### src/rtl/data_shifter_left.sv
// rtl/data_shifter_left.sv - 16-bit to 24-bit sign-extending left shifter with saturation and elastic FIFO
module data_shifter_left #(
  parameter int SHIFT = 8,
  parameter int DEPTH = 4
) (
  input  logic                       clk,
  input  logic                       rst,
  input  logic                       enn,
  input  logic [15:0]                in_data,
  input  logic                       in_valid,
  output logic                       in_ready,
  output logic [23:0]                data_out,
  output logic                       out_valid,
  input  logic                       out_ready,
  output logic [$clog2(DEPTH):0]     fifo_count,
  output logic                       sat
);

  localparam int AW = $clog2(DEPTH);
  localparam int CW = AW + 1;

  logic [23:0]        mem [DEPTH];
  logic [AW-1:0]      wr_ptr;
  logic [AW-1:0]      rd_ptr;
  logic [CW-1:0]      count;
  logic               push;
  logic               pop;
  logic signed [39:0] wide;
  logic [23:0]        conv;
  logic               clip;

  assign in_ready   = (count != CW'(DEPTH));
  assign out_valid  = (count != '0);
  assign data_out   = out_valid ? mem[rd_ptr] : 24'h000000;
  assign fifo_count = count;
  assign push       = in_valid && in_ready;
  assign pop        = out_valid && out_ready;

  // 40 bits holds a 16-bit sample shifted by up to 12 with room to detect overflow
  always_comb begin
    wide = $signed({{24{in_data[15]}}, in_data}) <<< SHIFT;
    clip = 1'b0;
    conv = wide[23:0];
    if (!enn) begin
      conv = 24'h000000;
    end else if (wide > 40'sd8388607) begin
      conv = 24'h7FFFFF;
      clip = 1'b1;
    end else if (wide < -40'sd8388608) begin
      conv = 24'h800000;
      clip = 1'b1;
    end
  end

  always_ff @(posedge clk) begin
    if (push) begin
      mem[wr_ptr] <= conv;
    end
  end

  always_ff @(posedge clk) begin
    if (rst) begin
      wr_ptr <= '0;
      rd_ptr <= '0;
      count  <= '0;
      sat    <= 1'b0;
    end else begin
      sat <= push && clip;
      if (push) begin
        wr_ptr <= wr_ptr + AW'(1);
      end
      if (pop) begin
        rd_ptr <= rd_ptr + AW'(1);
      end
      case ({push, pop})
        2'b10:   count <= count + CW'(1);
        2'b01:   count <= count - CW'(1);
        default: count <= count;
      endcase
    end
  end

endmodule

### config.mk
export PLATFORM = sky130hd
export DESIGN_NAME = data_shifter_left
export DESIGN_NICKNAME = d
export VERILOG_FILES = /design/src/rtl/data_shifter_left.sv
export SDC_FILE = /design/constraint.sdc
export NUM_CORES = 1
export LEC_CHECK = 0
export ABC_AREA = 0
export BUFFER_PORTS_ARGS = -buffer_cell sky130_fd_sc_hd__buf_2
export CAP_MARGIN = 20
export CELL_PAD_IN_SITES_DETAIL_PLACEMENT = 1
export CELL_PAD_IN_SITES_GLOBAL_PLACEMENT = 2
export CORE_ASPECT_RATIO = 1.1
export CORE_MARGIN = 3
export CORE_UTILIZATION = 41
export DETAILED_ROUTE_END_ITERATION = 16
export PLACE_DENSITY_LB_ADDON = 0.1
export SYNTH_ARGS = -nofsm -noshare
export SYNTH_HDL_FRONTEND = slang
export SYNTH_SLANG_ARGS = --single-unit
export TNS_END_PERCENT = 100
### constraint.sdc
create_clock -name clk -period 2.4 [get_ports clk]
set_clock_uncertainty 0.1 [all_clocks]
set_input_delay 0.24 -clock clk [delete_from_list [all_inputs] [get_ports clk]]
set_output_delay 0.24 -clock clk [all_outputs]
set_load 0.02 [all_outputs]
# Word level (Yosys, flattened, before mapping)

Memories as Yosys holds them, arrays and structs flattened. A register that Yosys moved wholly into a read port is not among the register bits.
Index checks and enable logic that the tools add are counted.

Memories kept: 1
Input bits: 21
RAM bits: 96
Flip-flop bits (word level): 8

Order comparisons: 2
Reductions and logical operators: 5
Add/sub/neg operators: 4
Equal/unequal tests: 3
Multiplexer cells: 12

Memory list:

| memory | depth | bits a word | read ports | clocked after memory_dff | write ports | line | text |
|---|---|---|---|---|---|---|---|
| mem    | 4     | 24          | 1          | 1                        | 1           | 22   | `logic [23:0] mem [DEPTH];` |

Operators with widths:

| cell                 | number |
|---|---|
| $mux 24              | 4 |
| $gt 24x24->1 const B | 1 |
| $lt 24x24->1 const B | 1 |
| $pmux 3 s2           | 1 |
| $mux 1               | 5 |
| $add 2x1->2 const B  | 2 |
| $mux 2               | 2 |
| $add 3x1->3 const B  | 1 |
| $logic_and 1x1->1    | 3 |
| $ne 3x3->1 const B   | 1 |
| $reduce_bool 3->1    | 1 |
| $sub 3x1->3 const B  | 1 |
| $eq 2x1->1 const B   | 1 |
| $eq 2x2->1 const B   | 1 |
| $reduce_bool 2->1    | 1 |

# Logic depth before layout (Yosys ltp)

Gate-level depths: netlist (run 1).

Depth after elaboration: 5
Gate-level depth with buffers: 9

# Least setup slack after synthesis (run 1)

No wires, ideal clock.

Path type: reg2reg
From: register count[1], in the netlist fifo_count[1]
To: register count[2], in the netlist fifo_count[2]
Arrival: 1.913 ns
Cell stages (with the launch flop): 10
Path slack: 0.317 ns
Data required time: 2.230 ns
Clock period less this slack: 2.083 ns
Path through: dfxtp_1 > nor2_1 > a21boi_2 > inv_2 > ha_1 > inv_1 > fa_1 > xor2_1 > or3_1 > a21oi_1

Cells in the longest elaborated chain, start to end: 4
Elaborated cells between the ends (all ways): 10
Those cells by class: add/sub: 2; eq/ne: 3; mux: 1; reduce/logical: 4

RTL lines:

| item                                            | line   | text |
|---|---|---|
| start: declaration                              | 25     | `logic [CW-1:0] count;` |
| start signal: assignment                        | 76     | `2'b10: count <= count + CW'(1);` |
| start signal: assignment                        | 77     | `2'b01: count <= count - CW'(1);` |
| start signal: assignment                        | 78     | `default: count <= count;` |
| $ne 3x3->1 or $reduce_bool 3->1 (tied branches) | 32, 33 |  |
| $logic_and 1x1->1 (on tied branches)            | 36, 37 |  |
| $eq 2x1->1 or $eq 2x2->1 (tied branches)        | 75     | `case ({push, pop})` |
| $pmux 3 s2 or $reduce_bool 2->1 (tied branches) | --     |  |

Parallel ways exist; a longest one is shown, timed or not.
A chain may end at the register's enable or synchronous reset.

# Worst setup path after layout (run 1)

Same ends and word-level chain as after synthesis.

==> results by group, run 1 <==
Clock network
  • Clock buffer depth: 2
  • Clk_lat worst skew: 0.33 ns
  • Clock tree from TritonCTS: yes
  • Clock buffers created by TritonCTS: 9
  • # hold bufs at CTS: 0
  • Clk pin slew, worst setup/hold paths: 0.07 ns
  • Root buffer cell: clkbuf_8
  • H-tree lvl count: 3
  • CTS sink count: 73

Hold path
  • Instance count along the most critical hold path: 2
  • Worst hold start: rst
  • Worst hold path class: primary input to register
  • WHS Endpoint: fifo_count[2]

Critical path
  • Buf/Inv on CP: 2
  • Endpoint required time on the critical path: 2.57 ns
  • Total stage count of the critical path: 9
  • Biggest fanout along the worst timing path: 7
  • Slowest cell on crit path: dfxtp_1
  • Setup slack of the worst register-to-register path: 0.19 ns
  • Endpoint of the most critical register-to-register path: fifo_count[2]
  • Kind of critical path: register to register
  • Delay-heaviest family, CP: adder cells
  • R2R cell count: 9
  • Critical Path AT: 2.37 ns
  • Launching point of the worst reg2reg path: fifo_count[1]
  • Largest stage delay on the critical path: 0.40 ns
  • Critical Path End Type: register
  • Category of the worst setup path launch point: register
  • Worst path cell trace: nor2_2 > a21boi_2 > inv_2 > ha_1 > inv_1 > fa_1 > xor2_1 > or3_1 > a21oi_1

Synth
  • Share of synthesized area spent on multiplexers: 0.120
  • Yosys top cell by area: edfxtp_1
  • Top post-synthesis cells by area: edfxtp_1, mux4_2, dfxtp_1
  • Top flip-flop cell by instance count after synthesis: edfxtp_1
  • Mapped cell area: 3170 µm²
  • Number of synthesized register bits: 73
  • Compound-cell area share of the yosys netlist: 0.0138
  • Warnings from Yosys: 0
  • Area fraction of the dominant cell type after synthesis: 0.605
  • Leading post-synthesis cells by instance count: edfxtp_1, and2_1, mux4_2, nor2b_4
  • Dominant combinational cell family by area after synthesis: multiplexers
  • Simple-gate area share of the yosys netlist: 0.119
  • Proportion of synthesized chip area in sequential cells: 0.662
  • Average size of a mapped cell: 17.3 µm²
  • Xor/xnor cell area share of the yosys netlist: 0.00828
  • Post-synth EDFFs: 64
  • Cell with the most instances after synthesis: edfxtp_1
  • Share of synthesized flip-flops with an asynchronous set or reset: 0
  • Number of distinct library cells after synthesis: 29
  • Mapped Cells: 183
  • Adder-cell share of the synthesized area: 0.0260

Routing
  • Met1 layer wirelength in the final routing: 2.36 mm
  • Routed length on met3: 239 µm
  • Antenna Violating Nets Remaining: 0
  • Detailed-route wire length: 5.79 mm
  • First-pass iteration count of the detailed router: 4
  • Via total after detailed routing: 1618
  • Met2 routed wirelength: 3.10 mm
  • Drt drc: 0
  • Average vias per placed instance: 4.70
  • Average wire per cell in the routed design: 16.8 µm
  • First DRT Iteration DRCs: 104
  • Topmost layer with routed signal wires: met4

Global routing
  • Antenna violations before repair: 0
  • Gr usage total: 0.139
  • First-pass GRT wire length: 9.27 mm
  • GR Overflow Total: 0
  • Number of global-route vias before repair: 1791
  • Pin count of the biggest net entering global routing: 20

STA
  • Slew Limit Fails: 0
  • Setup repair after global routing missed its margin: no
  • Achievable Freq: 0.453 GHz
  • Crit path time final: 2.21 ns
  • Part of the cycle the worst path needs: 0.920
  • Final setup fails: 0
  • Final hold vios: 0
  • Setup TNS Final: 0 ns

Floorplanning
  • Starting Density: 0.425
  • Area enclosed by the die boundary: 8840 µm²
  • Placeable core region: 7470 µm²
  • I/O pin count: 51
  • DIE WIDTH: 89.9 µm
  • Vert. Die Dim: 98.3 µm
  • Core Rows: 33

Final layout
  • Multi-input gate area: 953 µm²
  • Count of antenna diodes in the layout: 0
  • Post-route design area: 3650 µm²
  • Synth-to-Final Area Change: 14.9%
  • Layout Nets: 261
  • Storage element area: 2100 µm²
  • Fraction of final layout cells with drive strength greater than 1: 0.393
  • Fill count: 735
  • Post-Route Utilization: 0.488

Placement
  • Sum of net half-perimeters after detailed placement: 3.83 mm
  • RD Place Congestion: 0.757
  • Count of input and output buffers: 41
  • Area after DPL: 3470 µm²

Power and ir drop
  • Worst IR drop on VDD: 682 µV
  • Leakage power of the design: 1.36 nW
  • Power per cell area: 1040 nW/µm²

Outcome
  • Run status: finished, final reports clean

Flow run
  • Max-cap violations: 0
[worst max-delay path by stage]
| stage | from | to | slack (ns) |
|---|---|---|---|
| floorplan | fifo_count[1] | fifo_count[2] | 0.32 |
| global placement | fifo_count[1] | fifo_count[2] | 0.33 |
| detailed placement | fifo_count[1] | fifo_count[2] | 0.16 |
| CTS | fifo_count[1] | fifo_count[2] | 0.13 |
| global route | fifo_count[1] | fifo_count[2] | 0.04 |
| finish | fifo_count[1] | fifo_count[2] | 0.19 |
[sequential cells by signal, indices dropped and copies added, names as in the netlist, named ones only]
name,flops
rd_ptr,2
mem,64
fifo_count,3
wr_ptr,2
[cell usage in the layout, fill, tap and decap left out]
| cell type | n |
|---|---|
| o21ai_0 | 2 |
| inv_6 | 1 |
| nand2b_1 | 2 |
| mux2i_1 | 1 |
| clkbuf_1 | 1 |
| inv_2 | 2 |
| nor2b_1 | 3 |
| conb_1 | 9 |
| a21boi_2 | 1 |
| ha_1 | 5 |
| xor2_1 | 3 |
| o31ai_1 | 1 |
| nand2_1 | 2 |
| buf_2 | 41 |
| clkinvlp_4 | 4 |
| nor2_2 | 1 |
| a21oi_1 | 3 |
| nor2_1 | 7 |
| inv_1 | 6 |
| clkinv_2 | 1 |
| or3_1 | 2 |
| clkbuf_8 | 9 |
| mux2_1 | 1 |
| fa_1 | 1 |
| nor2b_4 | 10 |
| dfxtp_1 | 9 |
| and2b_1 | 3 |
| edfxtp_1 | 64 |
| buf_4 | 7 |
| nor3_4 | 1 |
| mux4_2 | 16 |
| and2_1 | 20 |
[layout make-up]
type | count | share of cell area
clock buffers | 10 | 0.0350
clock inverters | 6 | 0.0120
inverters | 8 | 0.00824
multi-input cells | 94 | 0.261
flip-flops and latches | 73 | 0.577
well taps | 105 | 0.0360
repair buffers | 48 | 0.0707
[report_power, final]
part / switching [W] / internal, W
clock network: 0.000447 / 0.000376
logic: 0.000762 / 0.000603
registers: 0.0000766 / 0.00154
[stage by stage]
step	total power (W)	instances	hold slack, ns	worst slack, ns
floorplan	0.00272	191	0.359	0.317
global placement	0.00301	328	0.373	0.328
detailed placement	0.00305	328	0.404	0.163
CTS	0.00388	344	0.0916	0.133
global route	0.00403	344	0.126	0.0445
finish	0.00381	344	0.0961	0.192
[layer usage]
metal | vias to the layer above | global-route usage
met5 | - | 0
met4 | 0 | 0.0636
met3 | 9 | 0.0293
met2 | 40 | 0.240
met1 | 811 | 0.167
li1 | 758 | -
[cells by family after synthesis]
| logic type | after synthesis |
|---|---|
| other | 1 |
| DFF | 73 |
| muxes | 18 |
| buffers and inverters | 24 |
| and+or+nand+nor | 51 |
| xor gates and xnor gates | 3 |
| adders and majority gates | 6 |
| AOI/OAI and AO/OA | 7 |
[timing repair]
| item | CTS | global route |
|---|---|---|
| resized for setup | 0 | 1 |
| setup buffers | 0 | 0 |
| setup endpoints to repair | 0 | 1 |
(Power assumes the default switching activity.)
==> run 2: changes to the inputs <==
- ABC_AREA: 0 -> 1
- CORE_UTILIZATION: 41 -> 36
==> run 2 against run 1 <==
Core utilization fell by 5.7 points. Synthesized cell count grew 65%. Non-clock buffer count stayed put. Sequential cell count did not move. Synthesized area increased by 1.3%. Critical endpoint is now data_out[22]. Largest cell class unchanged. Largest power group unchanged.
==> results by group, run 2 <==
Outcome
  • Run status: finished, final reports clean

Routing
  • First-pass iteration count of the detailed router: 4
  • Detailed-route wire length: 6.94 mm
  • Drt drc: 0
  • First DRT Iteration DRCs: 65
  • Via total after detailed routing: 2140
  • Antenna Violating Nets Remaining: 0
  • Average vias per placed instance: 4.63
  • Average wire per cell in the routed design: 15.0 µm

Clock network
  • Clock buffer depth: 2
  • Clk pin slew, worst setup/hold paths: 0.07 ns
  • Clock tree from TritonCTS: yes
  • # hold bufs at CTS: 0
  • Root buffer cell: clkbuf_8
  • Clock buffers created by TritonCTS: 9
  • Clk_lat worst skew: 0.33 ns
  • H-tree lvl count: 3
  • CTS sink count: 73

Placement
  • Placed Cells: 447
  • Pre-CTS setup slack: 0.424 ns
  • Sum of net half-perimeters after detailed placement: 4.61 mm
  • RD Place Congestion: 0.662
  • Count of input and output buffers: 41

Synth
  • Share of synthesized area spent on multiplexers: 0
  • Number of distinct library cells after synthesis: 23
  • Yosys top cell by area: edfxtp_1
  • Warnings from Yosys: 0
  • Leading post-synthesis cells by instance count: nor2_1, edfxtp_1, inv_1, o21ai_1, nand2_1
  • Post-synth EDFFs: 64
  • Proportion of synthesized chip area in sequential cells: 0.653
  • Top flip-flop cell by instance count after synthesis: edfxtp_1
  • Adder-cell share of the synthesized area: 0.0257
  • Dominant combinational cell family by area after synthesis: simple AND/OR/NAND/NOR gates
  • Xor/xnor cell area share of the yosys netlist: 0
  • Average size of a mapped cell: 10.7 µm²
  • Top post-synthesis cells by area: edfxtp_1, nor2_1, dfxtp_1
  • Share of synthesized flip-flops with an asynchronous set or reset: 0
  • Mapped Cells: 302
  • Simple-gate area share of the yosys netlist: 0.138
  • Mapped cell area: 3220 µm²
  • Compound-cell area share of the yosys netlist: 0.0879
  • Area fraction of the dominant cell type after synthesis: 0.597
  • Number of synthesized register bits: 73
  • Cell with the most instances after synthesis: nor2_1

STA
  • Final Worst Setup Slack: 0.288 ns
  • Slew Limit Fails: 0
  • Achievable Freq: 0.474 GHz
  • Setup repair after global routing missed its margin: no
  • Final setup fails: 0
  • Crit path time final: 2.11 ns
  • Part of the cycle the worst path needs: 0.880
  • Setup TNS Final: 0 ns
  • Actual slew at the worst max-slew pin: 0.585 ns
  • Final hold vios: 0
  • Headroom to the max-slew limit: 0.610

Power and ir drop
  • Leakage power of the design: 1.54 nW
  • Power per cell area: 1080 nW/µm²
  • Part of the total power dissipated in the clock network: 0.249
  • Cell-internal power: 0.00251 W
  • Sequential group share of total power: 0.409
  • Worst IR drop on VDD: 526 µV
  • Logic gate share of total power: 0.343
  • Psw: 0.00145 W
  • Switching part of the total: 0.366

Floorplanning
  • Area enclosed by the die boundary: 10100 µm²
  • I/O pin count: 51
  • Placeable core region: 8540 µm²
  • Vert. Die Dim: 105 µm
  • Starting Density: 0.377
  • DIE WIDTH: 96.1 µm
  • Core Rows: 35

Global routing
  • Gr usage total: 0.151
  • Antenna violations before repair: 0
  • Pin count of the biggest net entering global routing: 33
  • GR Overflow Total: 0
  • First-pass GRT wire length: 11.2 mm
  • Number of global-route vias before repair: 2226

Critical path
  • Biggest fanout along the worst timing path: 32
  • Endpoint required time on the critical path: 2.06 ns
  • Kind of critical path: register to output pin
  • Critical Path End Type: output pin
  • Critical Path AT: 1.77 ns
  • Category of the worst setup path launch point: register

Final layout
  • Fraction of final layout cells with drive strength greater than 1: 0.202
  • Top register by number of flip-flops: mem
  • Count of antenna diodes in the layout: 0
  • Layout Nets: 374
  • Max reg flops: 64
  • Top library cells by usage in the layout, fill and taps aside: nor2_1, edfxtp_1, buf_2, inv_1, o21ai_1
  • Post-Route Utilization: 0.431
  • Synth-to-Final Area Change: 14.3%
  • Post-route non-filler standard cell count: 462
  • Commonest non-fill, non-tap cell in the layout: nor2_1

Flow run
  • Max-cap violations: 0

Hold path
  • Worst hold path class: primary input to register
-- run 2: cell count changes after synthesis, sizes merged, moves of 6 or more --
cell / delta
nand2: +29
nor2: +66
a21oi: +18
and2: -20
buf: +6
mux4: -16
nor2b: -13
inv: +27
o21ai: +32
-- run 2: cells by family (layout without fill, tap and decap cells) --
family | count (synthesis) | after routing
DFF | 73 | 73
buffers and inverters | 57 | 98
adders and majority gates | 6 | 6
AOI/OAI and AO/OA | 55 | 55
and+or+nand+nor | 110 | 110
other | 1 | 9
-- run 2: final timing paths --
path	cells after the start	end	startpoint	slack (ns)
worst max-delay path	4	data_out[22]	register	0.29
worst min-delay path	2	wr_ptr[0]	rst	0.03
worst max register to register	13	fifo_count[2]	fifo_count[1]	0.52
worst min register to register	2	rd_ptr[1]	rd_ptr[1]	0.40
-- run 2: power groups by stage --
stage	Combinational (W)	Clock, W	Sequential (W)
floorplan	0.00101	0	0.00163
global route	0.00154	0.00108	0.00164
detailed placement	0.00140	0	0.00165
finish	0.00136	0.000985	0.00162
global placement	0.00138	0	0.00164
CTS	0.00140	0.00103	0.00162
-- run 2: per-layer routing --
| layer | track usage | part of all wire | up-vias |
|---|---|---|---|
| li1 | - | - | 1062 |
| met1 | 0.184 | 0.43 | 1040 |
| met2 | 0.259 | 0.53 | 31 |
| met3 | 0.0259 | 0.030 | 7 |
| met4 | 0.0640 | 0.011 | 0 |
| met5 | 0 | 0 | - |
-- run 2: cell type report --
class	instances	area [µm²]
clock inverter	4	68.8
sequential	73	2100
tap	111	139
multi-input combinational	180	843
timing repair buffer	48	258
inverter	35	134
fill	1001	4860
clock buffer	11	131
-- run 2: timing repair --
item / 4_1_cts / 5_1_grt
gates resized for setup: 0 / 1
endpoints found under the setup margin: 0 / 16
buffers inserted: 0 / 0
-- run 2: worst max-delay path, cell delays in order, from the launching register on --
cell and delay, ns:
dfxtp_2 0.42, inv_2 0.47, o21ai_1 0.15, a21oi_1 0.20
buf_2 0.20
-- run 2: stage by stage --
step / hold slack [ns] / cell area [µm²] / power, W
after floorplan: 0.209 / 3250 / 0.00264
after global placement: 0.384 / 3480 / 0.00303
after detailed placement: 0.388 / 3480 / 0.00305
after CTS: 0.0115 / 3680 / 0.00405
after global routing: 0.0278 / 3680 / 0.00425
final: 0.0299 / 3680 / 0.00396
==> run 3: changes to the inputs <==
- ABC_CLOCK_PERIOD_IN_PS: not set -> 2400
- CORE_ASPECT_RATIO: 1.1 -> 0.75
- RECOVER_POWER: not set -> 25
==> run 3 against run 2 <==
Count of clock-buffer cells in the layout down 2. Die area is 0.10% higher. Sequential power about the same. Cell count did not move. Fmax down 1.9%. Non-clock buffer count is 2 higher. Worst setup slack got worse by 0.041 ns. Cell area up 3.5%. Register-to-register slack worse by 0.02 ns. Largest power group unchanged.
==> results by group, run 3 (synthesized netlist as in run 2, its figures left out) <==
Power and ir drop
  • Logic gate share of total power: 0.316
  • Leakage power of the design: 1.60 nW
  • Sequential group share of total power: 0.365
  • Power per cell area: 1160 nW/µm²
  • Psw: 0.00156 W
  • Switching part of the total: 0.354
  • Cell-internal power: 0.00285 W
  • Worst IR drop on VDD: 429 µV
  • Part of the total power dissipated in the clock network: 0.319

Clock network
  • Clk_lat worst skew: 0.33 ns
  • H-tree lvl count: 3
  • Resize count post-CTS: 0
  • # hold bufs at CTS: 0
  • Clock buffer depth: 2
  • CTS sink count: 73
  • Clock tree from TritonCTS: yes
  • Post-CTS setup buffers: 0
  • Clock buffers created by TritonCTS: 9
  • Root buffer cell: clkbuf_16
  • Clk pin slew, worst setup/hold paths: 0.06 ns

Final layout
  • Max reg flops: 64
  • Count of antenna diodes in the layout: 0
  • Layout Nets: 376
  • Synth-to-Final Area Change: 18.3%
  • Commonest non-fill, non-tap cell in the layout: nor2_1
  • Top library cells by usage in the layout, fill and taps aside: nor2_1, edfxtp_1, buf_2, inv_1, o21ai_1
  • Fraction of final layout cells with drive strength greater than 1: 0.212
  • Top register by number of flip-flops: mem

Floorplanning
  • I/O pin count: 51
  • Area enclosed by the die boundary: 10100 µm²
  • Core Rows: 29
  • Placeable core region: 8560 µm²
  • Starting Density: 0.376
  • DIE WIDTH: 115 µm
  • Vert. Die Dim: 87.9 µm

Outcome
  • Run status: finished, final reports clean

Routing
  • Detailed-route wire length: 7.09 mm
  • Antenna Violating Nets Remaining: 0
  • Drt drc: 0
  • Average wire per cell in the routed design: 15.3 µm
  • Average vias per placed instance: 4.62
  • First DRT Iteration DRCs: 77
  • Via total after detailed routing: 2136
  • First-pass iteration count of the detailed router: 4

Critical path
  • Endpoint required time on the critical path: 2.06 ns
  • Critical Path AT: 1.81 ns
  • Setup slack of the worst register-to-register path: 0.50 ns
  • Category of the worst setup path launch point: register
  • Largest stage delay on the critical path: 0.50 ns
  • R2R cell count: 12
  • Worst path cell trace: inv_2 > o21ai_1 > a21oi_1 > buf_2
  • Critical Path End Type: output pin
  • Biggest fanout along the worst timing path: 32
  • Kind of critical path: register to output pin
  • Launching point of the worst reg2reg path: fifo_count[1]
  • Slowest cell on crit path: inv_2
  • Endpoint of the most critical register-to-register path: fifo_count[2]

STA
  • Final hold vios: 0
  • Slew Limit Fails: 0
  • Setup TNS Final: 0 ns
  • Headroom to the max-slew limit: 0.355
  • Final Worst Setup Slack: 0.247 ns
  • Crit path time final: 2.15 ns
  • Setup repair after global routing missed its margin: no
  • Achievable Freq: 0.465 GHz
  • Actual slew at the worst max-slew pin: 0.967 ns
  • Part of the cycle the worst path needs: 0.897
  • Final setup fails: 0

Global routing
  • Gr usage total: 0.153
  • First-pass GRT wire length: 11.4 mm
  • GR Overflow Total: 0
  • Antenna violations before repair: 0
  • Number of global-route vias before repair: 2204
  • Pin count of the biggest net entering global routing: 33

Placement
  • RD Place Congestion: 0.739
  • Sum of net half-perimeters after detailed placement: 4.73 mm
  • Count of input and output buffers: 41
  • Pre-CTS setup slack: 0.500 ns

Hold path
  • Instance count along the most critical hold path: 2
  • Worst hold start: rst
  • Worst hold path class: primary input to register
  • WHS Endpoint: wr_ptr[1]

Flow run
  • Max-cap violations: 0
## run 3: cell types whose count changed in the layout (fill, tap and decap cells not counted), moves of 2 or more
cell	change
clkbuf_16	+9
clkbuf_8	-9
buf_4	+2
clkinvlp_4	+2
## run 3: worst max-delay path, delay by kind of cell (launching register included)
family                 cells  cell delay (ns)
buffers and inverters      2             0.70
DFF                        1             0.44
AOI/OAI and AO/OA          2             0.35
## run 3: area by class of cell
| cell class | count | area, µm² |
|---|---|---|
| clock inverter | 7 | 93.8 |
| inverter | 35 | 134 |
| sequential | 73 | 2100 |
| fill | 970 | 4760 |
| timing repair buffer | 50 | 272 |
| multi-input combinational | 180 | 843 |
| tap | 108 | 135 |
| clock buffer | 9 | 225 |
## run 3: per-stage QoR
step / area [µm²] / power [W] / utilization / instances / hold WS, ns
after floorplan: 3250 / 0.00264 / - / 310 / 0.209
after global placement: 3490 / 0.00304 / 0.407 / 446 / 0.388
after detailed placement: 3490 / 0.00306 / 0.407 / 446 / 0.386
after CTS: 3810 / 0.00448 / 0.444 / 462 / 0.0349
after global routing: 3800 / 0.00471 / 0.444 / 462 / 0.0463
final: 3800 / 0.00442 / 0.444 / 462 / 0.0411
## run 3: layer usage
metal	track usage	wire, µm	up-vias
met5	0	0	-
met4	0.0448	80	0
met3	0.0442	275	10
met2	0.252	3380	41
met1	0.198	3360	1015
li1	-	-	1070
## run 3: power by group through the flow
| stage | Combinational, W | Clock [W] | Sequential, W |
|---|---|---|---|
| floorplan | 0.00101 | 0 | 0.00163 |
| global placement | 0.00140 | 0 | 0.00164 |
| detailed placement | 0.00142 | 0 | 0.00164 |
| CTS | 0.00143 | 0.00144 | 0.00161 |
| global route | 0.00156 | 0.00151 | 0.00163 |
| finish | 0.00139 | 0.00141 | 0.00161 |
## run 3: how the worst max path moves through the flow
stage | startpoint | endpoint | slack, ns | cells after the start
final | register | data_out[16] | 0.25 | 4
after global routing | register | data_out[16] | 0.02 | 4
after CTS | register | data_out[16] | 0.21 | 4
after detailed placement | fifo_count[1] | fifo_count[2] | 0.50 | 13
after global placement | fifo_count[2] | fifo_count[2] | 0.56 | 13
after floorplan | fifo_count[1] | mem[0][10] | 0.37 | 4
